--- src/rtl/ham32_encoder.sv ---
`default_nettype none
// ============================================================================
// Module   : ham32_encoder
// Brief    : Two-stage pipelined 26->32 extended Hamming (SEC-DED) encoder
//            with a valid/ready stream on both sides and a delivered-word
//            counter. Build option HAM32_ERR_INJECT_EN adds err_inj_mask,
//            which is XORed into the emitted codeword.
// Revision : 1.0 - initial release
// ============================================================================
module ham32_encoder (
   input  logic        clk,
   input  logic        rst,
   input  logic        in_valid,
   output logic        in_ready,
   input  logic [25:0] in_data,
   output logic        out_valid,
   input  logic        out_ready,
   output logic [31:0] out_codeword,
   output logic [15:0] enc_count
`ifdef HAM32_ERR_INJECT_EN
   ,
   input  logic [31:0] err_inj_mask
`endif
);

   // Data-bit participation masks for parity bits cw[31]..cw[27]
   localparam logic [25:0] c_P31_MASK = 26'h36AD555;
   localparam logic [25:0] c_P30_MASK = 26'h2D9B333;
   localparam logic [25:0] c_P29_MASK = 26'h1C78F0F;
   localparam logic [25:0] c_P28_MASK = 26'h03F80FF;
   localparam logic [25:0] c_P27_MASK = 26'h0007FFF;

   // Stage 1: data word plus the five Hamming parity bits
   logic        r_s1_valid;
   logic [25:0] r_s1_data;
   logic [4:0]  r_s1_par;

   // Stage 2: complete codeword
   logic        r_s2_valid;
   logic [31:0] r_s2_cw;

   logic [15:0] r_enc_count;

   logic        w_s2_adv;
   logic        w_s1_adv;
   logic        w_accept;
   logic        w_deliver;
   logic [4:0]  w_par;
   logic        w_overall;

   // Flow control: a stage may take new contents when empty or when its
   // downstream neighbour is moving; this lets a full pipe accept and
   // deliver in the same cycle without a bubble.
   assign w_s2_adv  = !r_s2_valid | out_ready;
   assign w_s1_adv  = !r_s1_valid | w_s2_adv;
   assign in_ready  = w_s1_adv;
   assign w_accept  = in_valid & w_s1_adv;
   assign w_deliver = r_s2_valid & out_ready;

   // Hamming parity bits, ordered {cw[31], cw[30], cw[29], cw[28], cw[27]}
   assign w_par = {^(in_data & c_P31_MASK),
                   ^(in_data & c_P30_MASK),
                   ^(in_data & c_P29_MASK),
                   ^(in_data & c_P28_MASK),
                   ^(in_data & c_P27_MASK)};

   // Overall parity makes the 32-bit codeword even weight
   assign w_overall = ^{r_s1_par, r_s1_data};

   // Stage 1 register: data is captured only on an accepted handshake so
   // in_data is ignored while in_valid is low.
   always_ff @(posedge clk) begin
      if (rst) begin
         r_s1_valid <= 1'b0;
         r_s1_data  <= '0;
         r_s1_par   <= '0;
      end else if (w_s1_adv) begin
         r_s1_valid <= in_valid;
         if (w_accept) begin
            r_s1_data <= in_data;
            r_s1_par  <= w_par;
         end
      end
   end

   // Stage 2 register: holds the finished codeword, frozen while stalled
   always_ff @(posedge clk) begin
      if (rst) begin
         r_s2_valid <= 1'b0;
         r_s2_cw    <= '0;
      end else if (w_s2_adv) begin
         r_s2_valid <= r_s1_valid;
         if (r_s1_valid) begin
            r_s2_cw <= {r_s1_par, w_overall, r_s1_data};
         end
      end
   end

   // Delivered-codeword counter, wraps naturally at 16 bits
   always_ff @(posedge clk) begin
      if (rst) begin
         r_enc_count <= '0;
      end else if (w_deliver) begin
         r_enc_count <= r_enc_count + 16'd1;
      end
   end

   assign out_valid = r_s2_valid;
   assign enc_count = r_enc_count;

`ifdef HAM32_ERR_INJECT_EN
   // Error injection is applied after the pipeline so the mask acts at once
   assign out_codeword = r_s2_cw ^ err_inj_mask;
`else
   assign out_codeword = r_s2_cw;
`endif

endmodule
`default_nettype wire

--- config.mk ---
export PLATFORM = sky130hd
export DESIGN_NAME = ham32_encoder
export DESIGN_NICKNAME = d
export VERILOG_FILES = /design/src/rtl/ham32_encoder.sv
export SDC_FILE = /design/constraint.sdc
export NUM_CORES = 1
export LEC_CHECK = 0
export CORE_MARGIN = 4
export CORE_UTILIZATION = 45
export DETAILED_ROUTE_END_ITERATION = 10
export GPL_ROUTABILITY_DRIVEN = 0
export PLACE_DENSITY_LB_ADDON = 0.1
export SLEW_MARGIN = 20
export SYNTH_ARGS = -nofsm -noshare
export SYNTH_HDL_FRONTEND = slang
export SYNTH_SLANG_ARGS = --single-unit
--- constraint.sdc ---
create_clock -name clk -period 1.7 [get_ports clk]
set_input_delay 0.34 -clock clk [delete_from_list [all_inputs] [get_ports clk]]
set_output_delay 0.34 -clock clk [all_outputs]
set_load 0.05 [all_outputs]
==> results list <==
- The flow ran to the end, and the final reports show no timing, DRC or antenna violations.
* Post-CTS Hold Buffers: 0
* Maximum clock rate: 620 MHz
* Chip width: about 97 um
* Total overflow reported by the global router: 0
- Top cell type's share of synthesized area: 45.3%
- The tightest min-delay check is of the in -> reg type.
- Area delta synth->final: 36.7%
- Total CTS buffers: 9
* Tmin final: 1.61 ns
- Max VDD drop: 0.535 mV
- Net Count, Synth: 466
- Between clock sinks in the finished design, the worst skew comes to 0.00858 ns.
* Number of flops mapped to enable cells by yosys: 0
- After the last flow step, the layout net total stands at 566.
- For this block, the initial DRC count from the detailed router was 133.
- Static Leak: 1.99 nW
- In this run, placement finished with an instance count of 625.
- Counting flops with an async set or reset pin after synthesis yields a share of 0%.
- Htree depth: 3
* Maximum buffer depth of the clock tree: 2
- CTS saw 81 sinks.
- Entering global routing, the biggest net connects 34 pins.
- Input and output buffers added on the ports amount to 79.
- # diodes: 0
- Number of ports placed on the die boundary: 80
- Max-cap violations in this run came to 0.
- Cells taking the most area after synthesis: sky130_fd_sc_hd__dfxtp_1 (45%), sky130_fd_sc_hd__xnor2_1 (14%), sky130_fd_sc_hd__nand2_1 (14%), sky130_fd_sc_hd__a21oi_1 (8.9%), sky130_fd_sc_hd__xor2_1 (6.8%)
- Clock-pin slew was measured on the worst setup and hold paths at roughly 0.07 ns.
* CP Launch Type: input port
- Global Route Usage Sum: 18.2%
- Count leader, synth: sky130_fd_sc_hd__nand2_1
- Dividing the detail-routed via count by the number of cells gives 4.77.
* Worst Setup SP: in_data[21]
- Cell types with the highest counts after synthesis: sky130_fd_sc_hd__nand2_1 (132), sky130_fd_sc_hd__dfxtp_1 (81), sky130_fd_sc_hd__a21oi_1 (64)
- Die H: 97.2 um
* Synthesized area: around 3600 um^2
- Setup violations remaining at the end of the flow were counted as 0.
* Post-synthesis instance total: 435
- After detailed routing, the average wire length per cell comes to around 13 um.
* Final worst-path cycle share: 94.9%
- The design draws between 4 and 5 mW.
- Number of global-route vias before repair: between 2000 and 3000
* Launch point of the worst hold path: in_data[0]
- Wire length of the first global-routing pass: ~14000 um
- Crit. End Element: flop
* WHS: 0.320 ns
* Core footprint: 7730 um^2
* Final WL: 8400 um
- The final-report hold violation count was 0.
- Along the worst path, the maximum fanout reaches 2.
- Setup repair after global routing missed its margin: yes
- Beginning of the worst register-to-register path: r_s1_par[4]$_SDFFE_PP0P_
* Register Area: between 1500 and 2000 um^2
* Sequential fraction of the synthesis area: 45.3%
- For this run, the detailed router's first-pass iteration total came to 4.
* Area taken by multi-input logic gates: 1930 um^2
- Once the floorplan was initialized, standard cells occupied 46.4% of the core.
- The post-route netlist has 21.7% of its cells at a drive strength greater than 1.
* Register-to-register path setup slack: 0.18 ns
- The average instance in the mapped netlist occupies 8.23 um^2.
* Max Slew Vio Count: 0
- Buffer cell driving the clock tree root: sky130_fd_sc_hd__clkbuf_8
- Core Rows: 32
- Worst-margin pin slew: between 0.4 and 0.5 ns
- Synthesis instantiated 24 different standard cells from the library.
* Worst Setup Path Type: in -> reg
- The worst pin sits at a relative slew slack of 69.0%.
- Critical path required time: ~2 ns
- sky130_fd_sc_hd__dfxtp_1 takes more of the synthesized area than any other cell.
- Critical path arrival: 1.89 ns
- Synthesis-stage register bit count: 81
- Vias post-DR: 3058
- Clock latency on the worst-skew pair, taken at its later pin, is 0.35 ns.
- After legalization and detailed placement, the total HPWL measured 6040 um.
- Top_reg_cell synth: sky130_fd_sc_hd__dfxtp_1
* Warnings from Yosys: 0
* ANT nets after route: 0
- Pwr Density: 1000 nW/um^2
- In the routed design, unresolved DRC markers number 0.
- Die Outline Area: 9450 um^2
- Initial antenna violation count: 0
- Count of filler cells inserted in the layout: 703
- After the flow finishes, the layout carries non-filler instances totaling 641.
- TritonCTS built the clock tree.
==> critical path, cell delays in order <==
cell,delay [ns]
sky130_fd_sc_hd__clkdlybuf4s50_1,0.48
sky130_fd_sc_hd__xnor3_1,0.40
sky130_fd_sc_hd__xnor2_1,0.17
sky130_fd_sc_hd__xnor2_1,0.15
sky130_fd_sc_hd__xor2_1,0.16
sky130_fd_sc_hd__nand2_1,0.06
sky130_fd_sc_hd__a21oi_1,0.13
==> metal layers <==
layer	GRT usage [%]	up-vias	share of wire, %
li1	-	1583	-
met2	28.9	65	46
met1	23.7	1404	48
met5	0	-	0
met3	5.81	6	5.5
met4	5.75	0	0.96
==> state kept, by name, summed over array words and instances, names as in the netlist <==
| signal | count |
|---|---|
| out_valid | 1 |
| r_s1_par | 5 |
| out_codeword | 32 |
| enc_count | 16 |
| r_s1_valid | 1 |
| r_s1_data | 26 |
==> what timing repair did <==
| action | CTS | global route |
|---|---|---|
| setup endpoints to repair | 1 | 4 |
| pin swaps | 0 | 4 |
| setup buffers | 1 | 0 |
| gates resized for setup | 3 | 11 |
==> worst paths after layout <==
kind	depth (start not counted)	to
setup / recovery	7	r_s1_par[4]$_SDFFE_PP0P_
hold / removal	3	r_s1_data[0]$_SDFFE_PP0P_
setup reg to reg	6	out_codeword[26]$_SDFFE_PP0P_
hold reg to reg	2	out_codeword[12]$_SDFFE_PP0P_
==> logic make-up after synthesis <==
family	count (synthesis)	synth area share, %
AO/OA/AOI/OAI	67	9.57
XOR/XNOR	89	22.4
adder cells (fa/ha/maj)	1	0.349
buffers and inverters	22	2.51
flip-flops	81	45.3
AND/OR/NAND/NOR	175	19.9
==> power by group <==
group	total, mW	internal, mW	switching [mW]
clock network	1.56	0.860	0.699
logic	1.26	0.605	0.651
registers	2.09	2.00	0.0898
==> placed cells by master (no fill, tap or decap), types with 2 or more instances in the layout <==
cell / synthesis / routed
sky130_fd_sc_hd__nor2_1: 19 / 19
sky130_fd_sc_hd__xnor2_2: 1 / 6
sky130_fd_sc_hd__buf_12: 0 / 6
sky130_fd_sc_hd__nand2_1: 132 / 131
sky130_fd_sc_hd__clkbuf_8: 0 / 10
sky130_fd_sc_hd__nand3_1: 8 / 8
sky130_fd_sc_hd__buf_4: 0 / 75
sky130_fd_sc_hd__xor2_1: 28 / 27
sky130_fd_sc_hd__clkinv_2: 0 / 2
sky130_fd_sc_hd__a21oi_1: 64 / 63
sky130_fd_sc_hd__bufinv_16: 0 / 2
sky130_fd_sc_hd__dfxtp_2: 0 / 5
sky130_fd_sc_hd__nand3b_1: 2 / 2
sky130_fd_sc_hd__nand4_1: 2 / 2
sky130_fd_sc_hd__dfxtp_1: 81 / 75
sky130_fd_sc_hd__clkdlybuf4s50_1: 0 / 23
sky130_fd_sc_hd__dlymetal6s2s_1: 0 / 4
sky130_fd_sc_hd__xnor2_1: 59 / 54
sky130_fd_sc_hd__and3_1: 5 / 5
==> area by class of cell <==
class | count | area share [%]
Multi-Input combinational cell | 332 | 39.5
Sequential cell | 81 | 33.3
Timing Repair Buffer | 111 | 20.2
Clock buffer | 10 | 2.81
Tap cell | 102 | 2.61
Clock inverter | 5 | 1.61
==> through the flow <==
step	worst slack [ns]	setup TNS, ns	util [%]	instance area, um^2
finish	0.0871	0	63.4	4900
global placement	-0.309	-6.23	59.6	4610
detailed placement	-0.330	-7.46	59.6	4610
global route	-0.0130	-0.0159	63.4	4900
floorplan	0.00383	0	-	3600
CTS	0.0427	0	62.6	4840
Note: power is estimated with default switching activity, not from simulation.
